`src/rtl/conv_bcd_pkg.sv`:
```
// Shared types and constants for the signed result-to-BCD converter.
// Latency: n/a (declarations only).
// Backpressure: n/a.
package conv_bcd_pkg;

  // Conversion FSM states
  typedef enum logic [1:0] {
    IDLE  = 2'd0,
    SHIFT = 2'd1,
    DONE  = 2'd2
  } state_e;

  localparam int DEFAULT_WIDTH = 6;
  localparam int MAX_WIDTH     = 6;
  localparam int BCD_W         = 4;
  localparam int DIGITS        = 2;

  // Iteration counter only needs to reach MAX_WIDTH-1
  localparam int CNT_W         = $clog2(MAX_WIDTH);

endpackage

```
`src/rtl/bcd_add3_dig.sv`:
```
// Double-dabble digit correction: adds 3 to a BCD nibble that is 5 or more.
// Latency: combinational.
// Backpressure: none.
module bcd_add3_dig
  import conv_bcd_pkg::*;
(
  input  logic [BCD_W-1:0] dig_i,
  output logic [BCD_W-1:0] dig_o
);

  // Pre-shift correction so the following left shift carries into the next digit
  always_comb begin
    dig_o = dig_i;
    if (dig_i >= 4'd5) begin
      dig_o = dig_i + 4'd3;
    end
  end

endmodule

```
`src/rtl/conv_bcd_signed.sv`:
```
// Signed ALU result to sign + two BCD digits via iterative shift-add-3.
// Latency: done pulses WIDTH+1 cycles after start; next start accepted WIDTH+2 cycles after.
// Backpressure: start ignored while busy or in DONE; CONV_BCD_SIGNED_EN enables signed input.
module conv_bcd_signed
  import conv_bcd_pkg::*;
#(
  parameter int WIDTH = DEFAULT_WIDTH  // 4..6; two BCD digits cover the range
) (
  input  logic             clk,
  input  logic             rst_n,
  input  logic             start,
  input  logic [WIDTH-1:0] result,
  output logic             busy,
  output logic             done,
  output logic             sign,
  output logic [3:0]       tens,
  output logic [3:0]       ones
);

  // Working register: BCD digits sit above the binary magnitude bits
  localparam int BCD_TOT = BCD_W * DIGITS;
  localparam int WR_W    = WIDTH + BCD_TOT;

  state_e               state_q;
  logic [CNT_W-1:0]     cnt_q;
  logic [WR_W-1:0]      work_q;
  logic [WR_W-1:0]      work_d;
  logic                 sign_r_q;
  logic                 busy_q;
  logic                 done_q;
  logic                 sign_q;
  logic [BCD_W-1:0]     tens_q;
  logic [BCD_W-1:0]     ones_q;

  logic                 sign_d;
  logic [WIDTH-1:0]     mag_d;
  logic [BCD_TOT-1:0]   bcd_fix;

`ifdef CONV_BCD_SIGNED_EN
  // Two's complement magnitude; the most negative value maps onto its unsigned bit pattern
  assign sign_d = result[WIDTH-1];
  assign mag_d  = sign_d ? (~result + {{(WIDTH-1){1'b0}}, 1'b1}) : result;
`else
  // Unsigned operand: no negation, sign never set
  assign sign_d = 1'b0;
  assign mag_d  = result;
`endif

  // One correction unit per BCD digit of the working register
  for (genvar g = 0; g < DIGITS; g++) begin : g_dig
    bcd_add3_dig u_add3 (
      .dig_i (work_q[WIDTH + g*BCD_W +: BCD_W]),
      .dig_o (bcd_fix[g*BCD_W +: BCD_W])
    );
  end

  // Corrected digits followed by a one-bit left shift of the whole register
  assign work_d = {bcd_fix, work_q[WIDTH-1:0]} << 1;

  // Conversion FSM with registered handshake and digit outputs
  always_ff @(posedge clk or negedge rst_n) begin
    if (!rst_n) begin
      state_q  <= IDLE;
      cnt_q    <= '0;
      work_q   <= '0;
      sign_r_q <= 1'b0;
      busy_q   <= 1'b0;
      done_q   <= 1'b0;
      sign_q   <= 1'b0;
      tens_q   <= '0;
      ones_q   <= '0;
    end else begin
      case (state_q)
        IDLE: begin
          done_q <= 1'b0;
          if (start) begin
            sign_r_q <= sign_d;
            work_q   <= {{BCD_TOT{1'b0}}, mag_d};
            cnt_q    <= '0;
            busy_q   <= 1'b1;
            state_q  <= SHIFT;
          end else begin
            busy_q   <= 1'b0;
          end
        end
        SHIFT: begin
          work_q <= work_d;
          cnt_q  <= cnt_q + 1'b1;
          if (cnt_q == CNT_W'(WIDTH - 1)) begin
            state_q <= DONE;
          end
        end
        DONE: begin
          // busy stays high through the cycle in which done is visible
          tens_q  <= work_q[WIDTH + BCD_W +: BCD_W];
          ones_q  <= work_q[WIDTH +: BCD_W];
          sign_q  <= sign_r_q;
          done_q  <= 1'b1;
          state_q <= IDLE;
        end
        default: begin
          state_q <= IDLE;
        end
      endcase
    end
  end

  assign busy = busy_q;
  assign done = done_q;
  assign sign = sign_q;
  assign tens = tens_q;
  assign ones = ones_q;

endmodule

```
`config.mk`:
```
export PLATFORM = sky130hd
export DESIGN_NAME = conv_bcd_signed
export DESIGN_NICKNAME = d
export VERILOG_FILES = /design/src/rtl/conv_bcd_pkg.sv /design/src/rtl/bcd_add3_dig.sv /design/src/rtl/conv_bcd_signed.sv
export SDC_FILE = /design/constraint.sdc
export NUM_CORES = 1
export LEC_CHECK = 0
export ABC_AREA = 1
export CAP_MARGIN = 40
export CORE_ASPECT_RATIO = 1.75
export CORE_MARGIN = 2
export CORE_UTILIZATION = 61
export CTS_BUF_LIST = sky130_fd_sc_hd__clkbuf_2
export DETAILED_ROUTE_END_ITERATION = 12
export GPL_ROUTABILITY_DRIVEN = 0
export PLACE_DENSITY_LB_ADDON = 0.1
export SETUP_SLACK_MARGIN = 0.15
export SYNTH_ARGS = -nofsm -noshare
export SYNTH_HDL_FRONTEND = slang
export SYNTH_HIERARCHICAL = 1
export SYNTH_SLANG_ARGS = --single-unit
```
`constraint.sdc`:
```
create_clock -name clk -period 3.7 [get_ports clk]
set_clock_uncertainty 0.05 [all_clocks]
set_input_delay 1.11 -clock clk [delete_from_list [all_inputs] [get_ports clk]]
set_output_delay 1.11 -clock clk [all_outputs]
set_load 0.02 [all_outputs]
```
**Word-level counts from Yosys, hierarchy flattened**

Cells that the tools add are included.

- Register bits: 29
- Latch bits: 0
- RAM bits: 0
- ROM bits: 0
- Input port bits: 9
- Output and inout port bits: 11
- Logic and storage cells: 33
- Memories: 0

- Add/subtract/negate cells: 3
- Multiply operators: 0
- Div/mod/pow operators: 0
- $lt $le $gt $ge: 2
- Eq/ne operators: 5
- Shift-type cells: 0
- Mux-type cells: 11
- Bitwise operators: 0
- Reductions and logical operators: 5

Operator list:

| operator | count |
|---|---|
| $pmux W14 S2 | 1 |
| $mux W14 | 1 |
| $ge A4 B3 Y1 const B | 2 |
| $mux W3 | 2 |
| $pmux W3 S2 | 1 |
| $add A4 B2 Y4 const B | 1 |
| $mux W2 | 2 |
| $mux W4 | 1 |
| $ne A2 B2 Y1 const B | 2 |
| $pmux W2 S2 | 1 |
| $reduce_and A2 Y1 | 2 |
| $reduce_bool A2 Y1 | 2 |
| $add A3 B1 Y3 const B | 1 |
| $add A3 B2 Y3 const B | 1 |
| $eq A3 B3 Y1 const B | 1 |
| $eq A2 B1 Y1 const B | 1 |
| $eq A2 B2 Y1 const B | 1 |
| $logic_not A2 Y1 | 1 |
| $pmux W1 S2 | 1 |
| $mux W1 | 1 |

**Depth between registers and ports, before layout**

Gate-level depths: netlist (run 1).

- Word-level depth: 3
- Mapped depth: 9

**By module**

Netlist (run 1), hierarchy kept.

By module, submodules not included:

| module | instances | cells an instance | area each (um2) |
|---|---|---|---|
| conv_bcd_signed | 1 | 144 | 1241.2 |
| bcd_add3_dig | 2 | 23 | 135.1 |

**Least setup slack after synthesis (run 1)**

OpenSTA, ideal clock, no wires.

- Path kind: input to register
- Start: in start
- End: reg work_q[5]
- Arrival time: 1.574 ns
- Slack: 2.012 ns
- Stages: 4
- Path buffers: 1
- Cell sequence: o21ai_4 buf_4 nand2_1 nand2_1

- Word-level cells in the longest chain between the ends: 2

Ends and longest elaborated chain:

| item | RTL line | text |
|---|---|---|
| from (decl) | conv_bcd_signed.sv:11 | `input logic start,` |
| $ne A2 B2 Y1 (no line) | -- |  |
| $reduce_and A2 Y1 (no line) | -- |  |
| to (signal assigned) | conv_bcd_signed.sv:78 | `work_q <= {{BCD_TOT{1'b0}}, mag_d};` |
| to (signal assigned) | conv_bcd_signed.sv:87 | `work_q <= work_d;` |
| to (decl) | conv_bcd_signed.sv:26 | `logic [WR_W-1:0] work_q;` |

Every way passes these cells.
A chain may end at the register's enable or synchronous reset.

**Worst setup path in the final report (run 1)**

- Start: reg tens_q[3], in the netlist tens[3]
- End: out tens[3]

RTL lines:

| item | RTL line | text |
|---|---|---|
| from (decl) | conv_bcd_signed.sv:32 | `logic [BCD_W-1:0] tens_q;` |
| from (signal assigned) | conv_bcd_signed.sv:95 | `tens_q <= work_q[WIDTH + BCD_W +: BCD_W];` |
| to (decl) | conv_bcd_signed.sv:16 | `output logic [3:0] tens,` |

No word-level cell between the ends.

==> impl_metrics.env, run 1 <==
export IMPL_vias=1245
export IMPL_first_global_vias=1225
export IMPL_worstHoldPathType="reg -> reg"
export IMPL_fin_total_pwr_mw=1.38
export IMPL_drive_above_1_share_pct=12.1
export IMPL_core_mm2=0.00230
export IMPL_h_tree_depth=2
export IMPL_die_area_mm2=0.00286
export IMPL_worstSetupStartpointType="flip-flop"
export IMPL_area_growth_pct=14.9
export IMPL_syn_area_mm2=0.00149
export IMPL_ctsHoldBuffers=0
export IMPL_p_leak_nw=0.904
export IMPL_instances_no_fill=232
export IMPL_drtIter0Drc=24
export IMPL_power_frac_seq_pct=41.4
export IMPL_intPower_mw=0.753
export IMPL_final_common_cell="nand2_1"
export IMPL_post_dp_hpwl_um=2230
export IMPL_finalHoldViolations=0
export IMPL_cts_buffer_depth=2
export IMPL_cp_buffers_inverters=1
export IMPL_fin_tns_setup_ns=0
export IMPL_worstPathCellList="clkdlybuf4s50_1"
export IMPL_cts_setup_buffers=0
export IMPL_combPwrFrac_pct=48.0
export IMPL_status="finished clean"
export IMPL_crit_path_end_kind="output pin"
export IMPL_cts_buffers=5
export IMPL_period_minus_slack_ns=2.52
export IMPL_drv_slew=0
export IMPL_path_clk_slew_ns=0.15
export IMPL_pwr_density_cell_mw_per_mm2=809
export IMPL_hp_start="ones[3]"
export IMPL_final_net_count=222
export IMPL_place_area_mm2=0.00167
export IMPL_fin_util_pct=74.1
export IMPL_yosys_warnings=6
export IMPL_drc=0
export IMPL_postLayoutSetupSlackWorst_ns=1.18
export IMPL_holdWs_ns=0.446
export IMPL_fin_crit_sh_pct=68.0
export IMPL_fillers=191
export IMPL_pin_count=20
export IMPL_wl_per_cell_um=13.0
export IMPL_synthCells=185
export IMPL_clkPwrFrac_pct=10.6
export IMPL_crit_fanout=2
export IMPL_cap_viol_max_count=0
export IMPL_critPathTopFamily="buffers and inverters"
export IMPL_start_util_pct=64.5
export IMPL_ant_nets=0
export IMPL_arrival_ns=1.36
export IMPL_swShare_pct=45.4
export IMPL_portBuffers=18
export IMPL_rsz0062_at_grt="false"
export IMPL_p_sw_mw=0.627
export IMPL_insertion_delay_ns=0.35
export IMPL_setup_viol_count_final=0
export IMPL_slowest_delay_ns=0.61
export IMPL_r2r_start="state_q[0]"
export IMPL_die_width_um=41.3
export IMPL_cp_startpoint="tens[3]"
export IMPL_synthesis_nets=200
export IMPL_antenna_found_initial=0
export IMPL_drt_total_wl_um=3020
export IMPL_die_h_um=69.3
export IMPL_cpMaxStageDelayCell="clkdlybuf4s50_1"
export IMPL_dr_pass1_iters=4
export IMPL_crit_type="reg -> out"
export IMPL_grt_max_degree=30
export IMPL_row_count=23
export IMPL_fin_area_mm2=0.00171
export IMPL_final_cell_mix="89 x nand2_1, 29 x dfrtp_1, 18 x clkdlybuf4s50_1, 16 x nand3_1"
export IMPL_clock_fmax_mhz=398
export IMPL_cts_resized=0
export IMPL_crit_required_ns=2.54
export IMPL_grt_pass1_wl_um=5060
export IMPL_cts_sinks=29
export IMPL_post_drt_via_cell_ratio=5.37
export IMPL_ir_drop_v=0.000527
export IMPL_pre_cts_ws_ns=1.16
export IMPL_track_usage_pct=26.3
export IMPL_root_buffer="clkbuf_2"
export IMPL_grt_ovfl_total=0
export IMPL_numPlacedInstances=225
export IMPL_syn_avg_cell_area_um2=8.03
export IMPL_diodes=0
export IMPL_cts_tree="yes"
-- worst paths after layout --
kind / endpoint / slack, ns / depth (start not counted)
worst max-delay path: tens[3] / 1.18 / 1
worst min-delay path: ones[3] / 0.45 / 2
worst max register to register: work_q[5] / 2.15 / 4
worst min register to register: ones[3] / 0.45 / 2
max in group asynchronous: work_q[9] / 2.25 / 2
min in group asynchronous: tens[3] / 1.07 / 2
-- power groups by stage --
stage          Sequential, mW  Combinational (mW)  Clock (mW)
2_1_floorplan           0.588               0.448           0
3_3_place_gp            0.570               0.627           0
3_5_place_dp            0.577               0.665           0
4_1_cts                 0.570               0.672       0.150
5_1_grt                 0.587               0.760       0.161
6_report                0.572               0.662       0.147
-- worst min-delay path: cells and delay by family (launching register included) --
family	cells	cell delay, ns
and+or+nand+nor	2	0.10
DFF	1	0.37
-- layout make-up --
type / count / area (µm²) / area share (%)
Inverter: 13 / 51.3 / 3.01
Timing Repair Buffer: 19 / 188 / 11.0
Multi-Input combinational cell: 139 / 677 / 39.7
Clock inverter: 1 / 3.75 / 0.220
Clock buffer: 6 / 30.0 / 1.76
Sequential cell: 29 / 726 / 42.5
Tap cell: 25 / 31.3 / 1.83
-- flip-flops by register name (all words and copies together), names as in the netlist --
signal,count
busy,1
cnt_q,3
done,1
work_q,14
state_q,2
tens,4
ones,4
-- metal layers --
metal,share of wire (%),GRT usage [%],wire length (µm),vias up
li1,-,-,-,615
met1,37,27.4,1120,597
met2,57,43.8,1730,29
met3,3.6,8.01,109,4
met4,2.0,12.5,60,0
met5,0,0,0,-
Note: power is estimated with default switching activity, not from simulation.
==> run 2, diff against run 1 <==
--- a/config.mk
+++ b/config.mk
@@ -9,7 +9,7 @@
 export CAP_MARGIN = 40
 export CORE_ASPECT_RATIO = 1.75
 export CORE_MARGIN = 2
-export CORE_UTILIZATION = 61
+export CORE_UTILIZATION = 51
 export CTS_BUF_LIST = sky130_fd_sc_hd__clkbuf_2
 export DETAILED_ROUTE_END_ITERATION = 12
 export GPL_ROUTABILITY_DRIVEN = 0
==> constraint.sdc (replaced) <==
create_clock -name clk -period 2.3 [get_ports clk]
set_clock_uncertainty 0.05 [all_clocks]
set_input_delay 0.69 -clock clk [delete_from_list [all_inputs] [get_ports clk]]
set_output_delay 0.69 -clock clk [all_outputs]
set_load 0.02 [all_outputs]
==> impl_metrics.env, run 2 (synthesis gave the netlist of run 1 again) <==
export IMPL_cts_sinks=29
export IMPL_clkPwrFrac_pct=11.1
export IMPL_drt_total_wl_um=2660
export IMPL_die_area_mm2=0.00338
export IMPL_finalHoldViolations=0
export IMPL_drc=0
export IMPL_p_sw_mw=0.991
export IMPL_cp_buffers_inverters=1
export IMPL_pwr_density_cell_mw_per_mm2=1280
export IMPL_r2r_end="work_q[7]"
export IMPL_ir_drop_v=0.000558
export IMPL_p_leak_nw=0.926
export IMPL_cts_buffers=5
export IMPL_setup_viol_count_final=0
export IMPL_worstSetupStartpointType="flip-flop"
export IMPL_period_minus_slack_ns=2.08
export IMPL_grt_max_degree=30
export IMPL_max_flop_register="work_q"
export IMPL_fillers=285
export IMPL_instances_no_fill=236
export IMPL_post_drt_via_cell_ratio=5.18
export IMPL_status="finished clean"
export IMPL_grt_ovfl_total=0
export IMPL_critPathTopFamily="buffers and inverters"
export IMPL_fin_tns_setup_ns=0
export IMPL_die_h_um=75.4
export IMPL_fin_crit_sh_pct=90.5
export IMPL_first_global_vias=1212
export IMPL_root_buffer="clkbuf_2"
export IMPL_path_clk_slew_ns=0.15
export IMPL_rsz0062_at_grt="false"
export IMPL_vias=1222
export IMPL_final_common_cell="nand2_1"
export IMPL_post_dp_hpwl_um=2020
export IMPL_die_width_um=44.8
export IMPL_final_net_count=223
export IMPL_drv_slew=0
export IMPL_row_count=25
export IMPL_cap_viol_max_count=0
export IMPL_cts_setup_buffers=0
export IMPL_core_mm2=0.00275
export IMPL_swShare_pct=44.8
export IMPL_r2r_start="work_q[6]"
export IMPL_arrival_ns=1.34
export IMPL_hold_path_end="tens[1]"
export IMPL_drive_above_1_share_pct=13.4
export IMPL_crit_required_ns=1.56
export IMPL_drtIter0Drc=37
export IMPL_hp_start="tens[1]"
export IMPL_crit_path_end_kind="output pin"
export IMPL_combPwrFrac_pct=47.5
export IMPL_pin_count=20
export IMPL_worstPathCellList="clkdlybuf4s50_1"
export IMPL_grt_pass1_wl_um=4770
export IMPL_crit_fanout=2
export IMPL_dr_pass1_iters=4
export IMPL_portBuffers=18
export IMPL_intPower_mw=1.22
export IMPL_seq_area_um2=726
export IMPL_final_cell_mix="89 x nand2_1, 29 x dfrtp_1, 17 x clkdlybuf4s50_1, 16 x nand3_1"
export IMPL_ant_nets=0
export IMPL_power_frac_seq_pct=41.3
export IMPL_wl_per_cell_um=11.3
export IMPL_whs_path_depth=2
export IMPL_cts_tree="yes"
export IMPL_cpMaxStageDelayCell="clkdlybuf4s50_1"
export IMPL_diodes=0
export IMPL_largest_reg_flops=14
export IMPL_worstHoldPathType="reg -> reg"
export IMPL_area_growth_pct=16.2
export IMPL_clock_fmax_mhz=480
export IMPL_insertion_delay_ns=0.36
export IMPL_reg2reg_slack_ns=0.89
export IMPL_slowest_delay_ns=0.60
export IMPL_crit_type="reg -> out"
export IMPL_ctsHoldBuffers=0
export IMPL_multi_input_area_um2=677
export IMPL_start_util_pct=54.0
export IMPL_cts_buffer_depth=2
export IMPL_antenna_found_initial=0
export IMPL_track_usage_pct=19.7
export IMPL_r2r_worst_path_cells=8
export IMPL_numPlacedInstances=228
export IMPL_h_tree_depth=2
## run 2: changes by cell type in the layout (fill, tap and decap cells not counted)
| cell | change |
|---|---|
| dlymetal6s2s_1 | +1 |
| clkinv_2 | +2 |
| buf_4 | +1 |
| clkdlybuf4s50_1 | -1 |
| clkinv_1 | -1 |
## run 2: layout make-up
| type | count | area share (%) |
|---|---|---|
| clock inverters | 2 | 0.580 |
| multi-input cells | 139 | 39.2 |
| repair buffers | 20 | 11.5 |
| clock buffers | 6 | 1.74 |
| inverters | 13 | 2.97 |
| well taps | 27 | 1.96 |
| flip-flops and latches | 29 | 42.1 |
## run 2: metrics by stage
stage               total power [mW]  setup slack, ns  hold WS [ns]  instance area, µm²  util (%)
finish                          2.21            0.218         0.434                1730      62.7
global route                    2.44            0.150         0.460                1730      62.7
CTS                             2.24            0.181         0.441                1720      62.6
detailed placement              1.99            0.376         0.408                1680      61.1
global placement                1.94            0.400         0.403                1680      61.1
floorplan                       1.67             1.03         0.344                1490         -
## run 2: timing repair
item,4_1_cts,5_1_grt
gates resized for setup,0,1
endpoints found under the hold margin,0,0
setup endpoints to repair,0,1
## run 2: how the worst max path moves through the flow
stage	from	endpoint	slack, ns	depth (start not counted)
6_report	done	done	0.22	1
3_5_place_dp	start	cnt_q[1]	0.38	5
4_1_cts	busy	busy	0.18	1
5_1_grt	ones[1]	ones[1]	0.15	1
3_3_place_gp	start	work_q[4]	0.40	5
2_1_floorplan	start	work_q[5]	1.03	4
## run 2: power groups by stage
stage	Combinational, mW	Clock, mW	Sequential, mW
2_1_floorplan	0.721	0	0.946
3_3_place_gp	1.03	0	0.916
3_5_place_dp	1.07	0	0.925
4_1_cts	1.07	0.259	0.915
5_1_grt	1.22	0.274	0.942
6_report	1.05	0.247	0.914
## run 2: per-layer routing
layer / share of wire, % / vias up / global-route usage (%)
met4: 2.3 / 0 / 9.80
met2: 54 / 35 / 36.9
met5: 0 / - / 0
met3: 5.5 / 6 / 4.98
li1: - / 613 / -
met1: 38 / 568 / 19.2
==> run 3, diff against run 2 <==
--- a/config.mk
+++ b/config.mk
@@ -6,6 +6,7 @@
 export NUM_CORES = 1
 export LEC_CHECK = 0
 export ABC_AREA = 1
+export ABC_CLOCK_PERIOD_IN_PS = 2300
 export CAP_MARGIN = 40
 export CORE_ASPECT_RATIO = 1.75
 export CORE_MARGIN = 2
==> results of run 3 <==
No change in the layout: final DEF, timing and power equal those of run 2.
